--- src/rtl/sb_tx_msg_arbiter.sv ---
// rtl/sb_tx_msg_arbiter.sv - round-robin arbiter sharing the sideband TX message path
// Grants one requester at a time, waits for the transmitter ack or a watchdog expiry.
module sb_tx_msg_arbiter #(
    parameter int NUM_REQ     = 4,
    parameter int ACK_TIMEOUT = 1024,
    parameter int MSG_W       = 64
) (
    input  logic                       clk_100MHz,
    input  logic                       reset,
    input  logic                       enable_i,
    input  logic [NUM_REQ-1:0]         req_valid_i,
    input  logic [NUM_REQ*MSG_W-1:0]   req_msg_i,
    output logic [NUM_REQ-1:0]         req_ack_o,
    output logic [NUM_REQ-1:0]         req_err_o,
    output logic [MSG_W-1:0]           TX_msg_o,
    output logic                       TX_msg_valid_o,
    input  logic                       TX_msg_valid_ack_i,
    output logic [$clog2(NUM_REQ)-1:0] grant_id_o,
    output logic                       busy_o,
    output logic                       timeout_o
);

    localparam int ID_W  = $clog2(NUM_REQ);
    localparam int CNT_W = (ACK_TIMEOUT > 0) ? $clog2(ACK_TIMEOUT + 1) : 1;
    localparam logic [CNT_W-1:0] WD_LAST = (ACK_TIMEOUT > 0) ? CNT_W'(ACK_TIMEOUT - 1) : '0;

    typedef enum logic [1:0] {
        ST_IDLE    = 2'd0,
        ST_SEND    = 2'd1,
        ST_RELEASE = 2'd2
    } state_t;

    state_t            state_q;
    state_t            state_d;
    logic [ID_W-1:0]   last_grant_q;
    logic [ID_W-1:0]   pick;
    logic [ID_W-1:0]   idx;
    logic              pick_found;
    logic [CNT_W-1:0]  wd_cnt_q;
    logic              wd_expire;
    logic              grant_en;

    assign wd_expire      = (ACK_TIMEOUT != 0) && (wd_cnt_q == WD_LAST);
    assign grant_en       = enable_i && (req_valid_i != '0);
    assign TX_msg_valid_o = (state_q == ST_SEND);
    assign busy_o         = (state_q != ST_IDLE);

    // Search starts just above the last completed grant and wraps around.
    always_comb begin
        pick_found = 1'b0;
        pick       = last_grant_q;
        idx        = '0;
        for (int i = 1; i <= NUM_REQ; i++) begin
            idx = ID_W'((int'(last_grant_q) + i) % NUM_REQ);
            if (!pick_found && req_valid_i[idx]) begin
                pick_found = 1'b1;
                pick       = idx;
            end
        end
    end

    always_comb begin
        state_d = state_q;
        case (state_q)
            ST_IDLE: begin
                if (grant_en) begin
                    state_d = ST_SEND;
                end
            end
            ST_SEND: begin
                if (TX_msg_valid_ack_i || wd_expire) begin
                    state_d = ST_RELEASE;
                end
            end
            ST_RELEASE: state_d = ST_IDLE;
            default:    state_d = ST_IDLE;
        endcase
    end

    always_ff @(posedge clk_100MHz or negedge reset) begin
        if (!reset) begin
            state_q <= ST_IDLE;
        end else begin
            state_q <= state_d;
        end
    end

    always_ff @(posedge clk_100MHz or negedge reset) begin
        if (!reset) begin
            TX_msg_o     <= '0;
            grant_id_o   <= '0;
            last_grant_q <= ID_W'(NUM_REQ - 1);
            wd_cnt_q     <= '0;
            req_ack_o    <= '0;
            req_err_o    <= '0;
            timeout_o    <= 1'b0;
        end else begin
            req_ack_o <= '0;
            req_err_o <= '0;
            timeout_o <= 1'b0;
            case (state_q)
                ST_IDLE: begin
                    if (grant_en) begin
                        TX_msg_o   <= req_msg_i[int'(pick)*MSG_W +: MSG_W];
                        grant_id_o <= pick;
                        wd_cnt_q   <= '0;
                    end
                end
                ST_SEND: begin
                    // Ack takes priority over a same-cycle watchdog expiry.
                    if (TX_msg_valid_ack_i) begin
                        req_ack_o[grant_id_o] <= 1'b1;
                        last_grant_q          <= grant_id_o;
                    end else if (wd_expire) begin
                        req_err_o[grant_id_o] <= 1'b1;
                        timeout_o             <= 1'b1;
                        last_grant_q          <= grant_id_o;
                    end else if (ACK_TIMEOUT != 0) begin
                        wd_cnt_q <= wd_cnt_q + 1'b1;
                    end
                end
                default: ;
            endcase
        end
    end

endmodule
--- config.mk ---
export PLATFORM = sky130hd
export DESIGN_NAME = sb_tx_msg_arbiter
export DESIGN_NICKNAME = d
export VERILOG_FILES = /design/src/rtl/sb_tx_msg_arbiter.sv
export SDC_FILE = /design/constraint.sdc
export NUM_CORES = 1
export LEC_CHECK = 0
export CORE_UTILIZATION = 30
export DETAILED_ROUTE_END_ITERATION = 6
export PLACE_DENSITY = 0.77
export SYNTH_ARGS = -nofsm -noshare
export SYNTH_HDL_FRONTEND = slang
export SYNTH_SLANG_ARGS = --single-unit
--- constraint.sdc ---
create_clock -name clk_100MHz -period 1.9 [get_ports clk_100MHz]
set_input_delay 0.38 -clock clk_100MHz [delete_from_list [all_inputs] [get_ports clk_100MHz]]
set_output_delay 0.38 -clock clk_100MHz [all_outputs]
set_load 0.05 [all_outputs]
Word level (Yosys, flattened, before mapping)
Cells that the tools add are included.
{"block": "classes", "n_addsub": 5, "n_lt_le_gt_ge": 6, "n_eq_ne": 6, "n_shift": 1, "muxes": 34, "reduce_logical": 18}
{"cell": "$shiftx A256 B9 Y64", "count": 1}
{"cell": "$mux W11", "count": 3}
{"cell": "$pmux W11 S2", "count": 1}
{"cell": "$mux W4", "count": 5}
{"cell": "$mux W2", "count": 8}
{"cell": "$lt A2 B3 Y1 const B", "count": 5}
{"cell": "$add A11 B1 Y11 const B", "count": 1}
{"cell": "$eq A11 B10 Y1 const B", "count": 1}
{"cell": "$mux W1", "count": 11}
{"cell": "$bmux W1 S2", "count": 4}
{"cell": "$ne A2 B2 Y1 const B", "count": 3}
{"cell": "$reduce_and A2 Y1", "count": 3}
{"cell": "$reduce_bool A2 Y1", "count": 3}
{"cell": "$logic_and A1 B1 Y1", "count": 5}
{"cell": "$add A2 B1 Y2 const B", "count": 2}
{"cell": "$add A2 B2 Y2 const B", "count": 2}
{"cell": "$pmux W2 S2", "count": 1}
{"cell": "$reduce_and A4 Y1", "count": 1}
{"cell": "$reduce_bool A4 Y1", "count": 1}
{"cell": "$logic_not A1 Y1", "count": 3}
{"cell": "$demux W1 S2", "count": 1}
{"cell": "$eq A2 B1 Y1 const B", "count": 1}
{"cell": "$ge A2 B1 Y1 const B", "count": 1}
{"cell": "$logic_not A2 Y1", "count": 1}
{"cell": "2 further kinds", "count": 2}
{"block": "totals", "ff_bits": 90, "input_bits": 264, "output_inout_bits": 77, "elab_cells": 78}

Depth between registers and ports, before layout
{"block": "depth", "depth_word": 14, "mapped_depth": 8, "ltp_nobuf": 6}

Worst setup path before layout
Ideal clock, no wire load.
{"block": "synth_path", "path_type": "reg2reg", "from": "register state_q[1]", "to": "register last_grant_q[0]", "setup_time_ns": 0.082, "t_arrival_ns": 1.768, "t_required_ns": 1.818, "slack_ns": 0.050, "stages_incl_launch_ff": 4, "n_path_buf": 0, "synth_period_minus_slack_ns": 1.850, "cell_sequence": "dfrtp_1 -> nor2b_1 -> o21a_1 -> mux2_2"}
{"block": "synth_between", "elab_chain_cells": 2}
{"item": "from (decl)", "line": "33", "rtl": "state_t state_q;"}
{"item": "from (signal assigned)", "line": "84", "rtl": "state_q <= state_d;"}
{"item": "$eq A2 B1 Y1"}
{"item": "net TX_msg_valid_o", "line": "16", "rtl": "output logic TX_msg_valid_o,"}
{"item": "$reduce_and A2 Y1 (no source line)"}
{"item": "to (signal assigned)", "line": "92", "rtl": "last_grant_q <= ID_W'(NUM_REQ - 1);"}
{"item": "to (signal assigned)", "line": "113", "rtl": "last_grant_q <= grant_id_o;"}
{"item": "to (signal assigned)", "line": "117", "rtl": "last_grant_q <= grant_id_o;"}
{"item": "to (decl)", "line": "35", "rtl": "logic [ID_W-1:0] last_grant_q;"}
The timed path passes the listed nets, and every way through them passes these cells.
A chain may end at the register's enable or synchronous reset.

Final worst setup path
{"block": "layout_path", "from": "register last_grant_q[0]", "to": "register TX_msg_o[38]"}
{"block": "layout_between", "elab_chain_cells": 14, "elab_cells_between_ends": 26, "cone_classes": "add/sub: 4; shift: 1; mux: 15; reduce/logical: 6"}
{"item": "$add A2 B1 Y2", "line": "54", "rtl": "idx = ID_W'((int'(last_grant_q) + i) % NUM_REQ);"}
{"item": "$bmux W1 S2", "line": "55", "rtl": "if (!pick_found && req_valid_i[idx]) begin"}
{"item": "$mux W1 (not written as such)", "line": "55"}
{"item": "$mux W1", "line": "55"}
{"item": "$logic_not A1 Y1", "line": "55"}
{"item": "$logic_and A1 B1 Y1", "line": "55"}
{"item": "$mux W1", "line": "55"}
{"item": "$logic_not A1 Y1", "line": "55"}
{"item": "$logic_and A1 B1 Y1", "line": "55"}
{"item": "$mux W1", "line": "55"}
{"item": "$logic_not A1 Y1", "line": "55"}
{"item": "$logic_and A1 B1 Y1", "line": "55"}
{"item": "$mux W2 *", "line": "55"}
{"item": "$shiftx A256 B9 Y64 *", "line": "104", "rtl": "TX_msg_o <= req_msg_i[int'(pick)*MSG_W +: MSG_W];"}
{"item": "to (signal assigned)", "line": "104"}
{"item": "to (decl)", "line": "15", "rtl": "output logic [MSG_W-1:0] TX_msg_o,"}
Mark *: on every way between the ends. The rest lies on a longest branch, timed or not. The select of a mux whose other input is x is not followed.

==> flow_metrics.tcl <==
set metrics [dict create \
    outcome "finished, violations left" \
    syn2layout_area_growth_pct 84.6 \
    critPathLaunchType "register" \
    io_buffers 340 \
    synth_nets 742 \
    grt_pass1_wl_mm 29.1 \
    setup_viol 5 \
    r2r_start "last_grant_q[0]" \
    endpoint "TX_msg_o[38]" \
    rsz0062_at_grt "yes" \
    crit_fanout 11 \
    pre_cts_ws_ps -523 \
    hp-class "input port to async pin" \
    drt-met1-wl_mm 7.73 \
    vias 5399 \
    cts_tree "built" \
    ant_nets 0 \
    grt_max_degree 91 \
    wl_met3_mm 1.28 \
    powerDensity_nw_per_um2 1430 \
    setup.worst_path.start "last_grant_q[0]" \
    design.core.area_sq_um 16800 \
    cp_data_arrival_time_ps 2130 \
    ys_ff_latch 90 \
    clk_pin_slew_ps 70 \
    drc_errors 0 \
    fin_ws_ps -13.1 \
    r2r-end "TX_msg_o[38]" \
    met2_wirelength_mm 10.1 \
    rows 47 \
    synth_area_per_cell_sq_um 11.0 \
    grt_pass1_vias 5540 \
    worst_setup_path_end_kind "register" \
    cts_buffer_depth 2 \
    worstPathRequired_ps 2110 \
    grt_remaining_overflow 0 \
    die_w_microns 134 \
    slew_viol_final 0 \
    drt_iter0_drc 247 \
    wl_per_cell_microns 18.4 \
    yosysWarnings 0 \
    synthArstFlopShare_pct 100 \
    synth_edf_count 0 \
    slew_headroom_pct 63.0 \
    pin_count 341 \
    p_leak_nw 4.55 \
    reg2reg_slack_ps -10 \
    rr_worst_depth 7 \
    dp.final_hpwl_mm 14.6 \
    synthFlopType "dfrtp_1" \
    die_h_microns 134 \
    grt_antenna_before_repair 0 \
    layout_min_cycle_time_ps 1910 \
    clkSinkCount 90 \
    place_inst 1047 \
    nNetsFinal 1107 \
    num_antenna_cells 0 \
    violations "negative setup slack" \
    ys_seq_area_share_pct 43.0 \
    fmax_mhz 523 \
    start_util_pct 31.1 \
    cts-root-buf "clkbuf_16" \
    final_cell_mix "clkdlybuf4s50_1, mux2i_1, dfrtp_1" \
    fin_crit_sh_pct 101 \
    fillers 1422 \
    drive_gt1_share_pct 18.5 \
    die_area_sq_um 18000 \
    tightest_slew_ps 555 \
    layout_commonest_cell "clkdlybuf4s50_1" \
    wl_mm 19.6 \
    clk_latency_ps 340 \
    via_per_inst 5.06 \
    syn-cell-area_sq_um 5240 \
    drv_cap 0 \
    hold_viol_final 0 \
    hold_slack_ps 29.2 \
    synth_cell_types 42 \
    gp_congestion 0.838 \
    htree_num_levels 3 \
    power_mw 13.8 \
    dr.pass1.iters 6 \
    grt_usage_pct 21.0 \
    criticalPathCategory "register to register" \
    numCtsBuffers 9 \
    peakVddDrop_v 0.000774 \
    routed.top_layer "met4" \
    stdcell_count 1067 \
    syn_inst 477 \
    clock-skew-final_ps 8.76 \
]
[synth_stat cells (2+ instances only)]
cell      number  area (sq um)
inv_1          4          15.0
a31oi_1        2          12.5
nand3_1        7          35.0
mux2_2         2          22.5
dfstp_2        2          52.6
buf_12        11           220
buf_6          2          22.5
o221ai_1      64           561
dfrtp_1       88          2200
clkbuf_1       8          30.0
nand4_1        3          18.8
xnor2_1        2          17.5
nand2_1       81           304
nand2b_1       5          31.3
nor2b_1        2          12.5
mux2i_1      129          1290
a21oi_1        5          25.0
buf_2         13          65.1
nor2_1        15          56.3
o21ai_0        4          20.0
xor2_1         2          17.5
nor3_1         6          30.0
[final cells by class]
class	instances	area (sq um)	share of cell area, %
repair buffers	392	4020	41.5
multi-input cells	345	2810	29.1
flip-flops and latches	90	2250	23.3
well taps	220	275	2.85
clock buffers	10	229	2.37
clock inverters	6	65.1	0.673
inverters	4	15.0	0.155
[registers in the layout, indices dropped and copies added, names as in the netlist]
signal	count
TX_msg_o	64
grant_id_o	2
last_grant_q	2
req_ack_o	4
req_err_o	4
state_q	2
timeout_o	1
wd_cnt_q	11
[layer usage]
layer	up-vias	track usage, %
li1	2526	-
met1	2596	24.9
met2	245	37.4
met3	32	3.85
met4	0	8.36
met5	-	0
[logic make-up after synthesis]
group / synth area share [%]
buffers and inverters: 7.41
DFF: 43.0
adders and majority gates: 0.239
AOI/OAI and AO/OA: 13.0
muxes: 25.1
xor gates and xnor gates: 0.669
and+or+nand+nor: 10.5
[what timing repair did]
item | 4_1_cts | 5_1_grt
pin swaps | 2 | 8
gates resized for setup | 32 | 53
cloned | 1 | 1
setup buffers | 0 | 2
hold buffers | 0 | 0
endpoints found under the setup margin | 70 | 85
[metrics by stage]
stage	setup TNS (ps)	area (sq um)	utilization (%)
floorplan	0	5240	-
global placement	-27120	9000	53.5
detailed placement	-29480	9000	53.5
CTS	-207	9420	56.0
global route	-4150	9670	57.5
finish	-41.6	9670	57.5
[where the power goes]
part	switching [mW]	internal (mW)	leakage (nW)	total [mW]
Sequential	0.447	2.66	1.14	3.11
Clock	0.794	1.02	0.143	1.82
Combinational	5.05	3.86	3.27	8.92
[worst max-delay path, cell delays in order, from the launching register on]
cell and delay (ps):
dfstp_2 530, or2b_1 230, a21oi_2 150, a211o_4 150, buf_12 180, buf_16 170
mux2i_4 230, o221ai_1 130
[worst min-delay path by stage]
stage / startpoint / slack (ps) / to
after floorplan: reset / 80 / TX_msg_o[0]
after global placement: reset / 470 / state_q[1]
after detailed placement: TX_msg_o[42] / 470 / TX_msg_o[42]
after CTS: reset / 100 / wd_cnt_q[10]
final: reset / 30 / timeout_o
after global routing: reset / 110 / wd_cnt_q[10]
(Power assumes the default switching activity.)
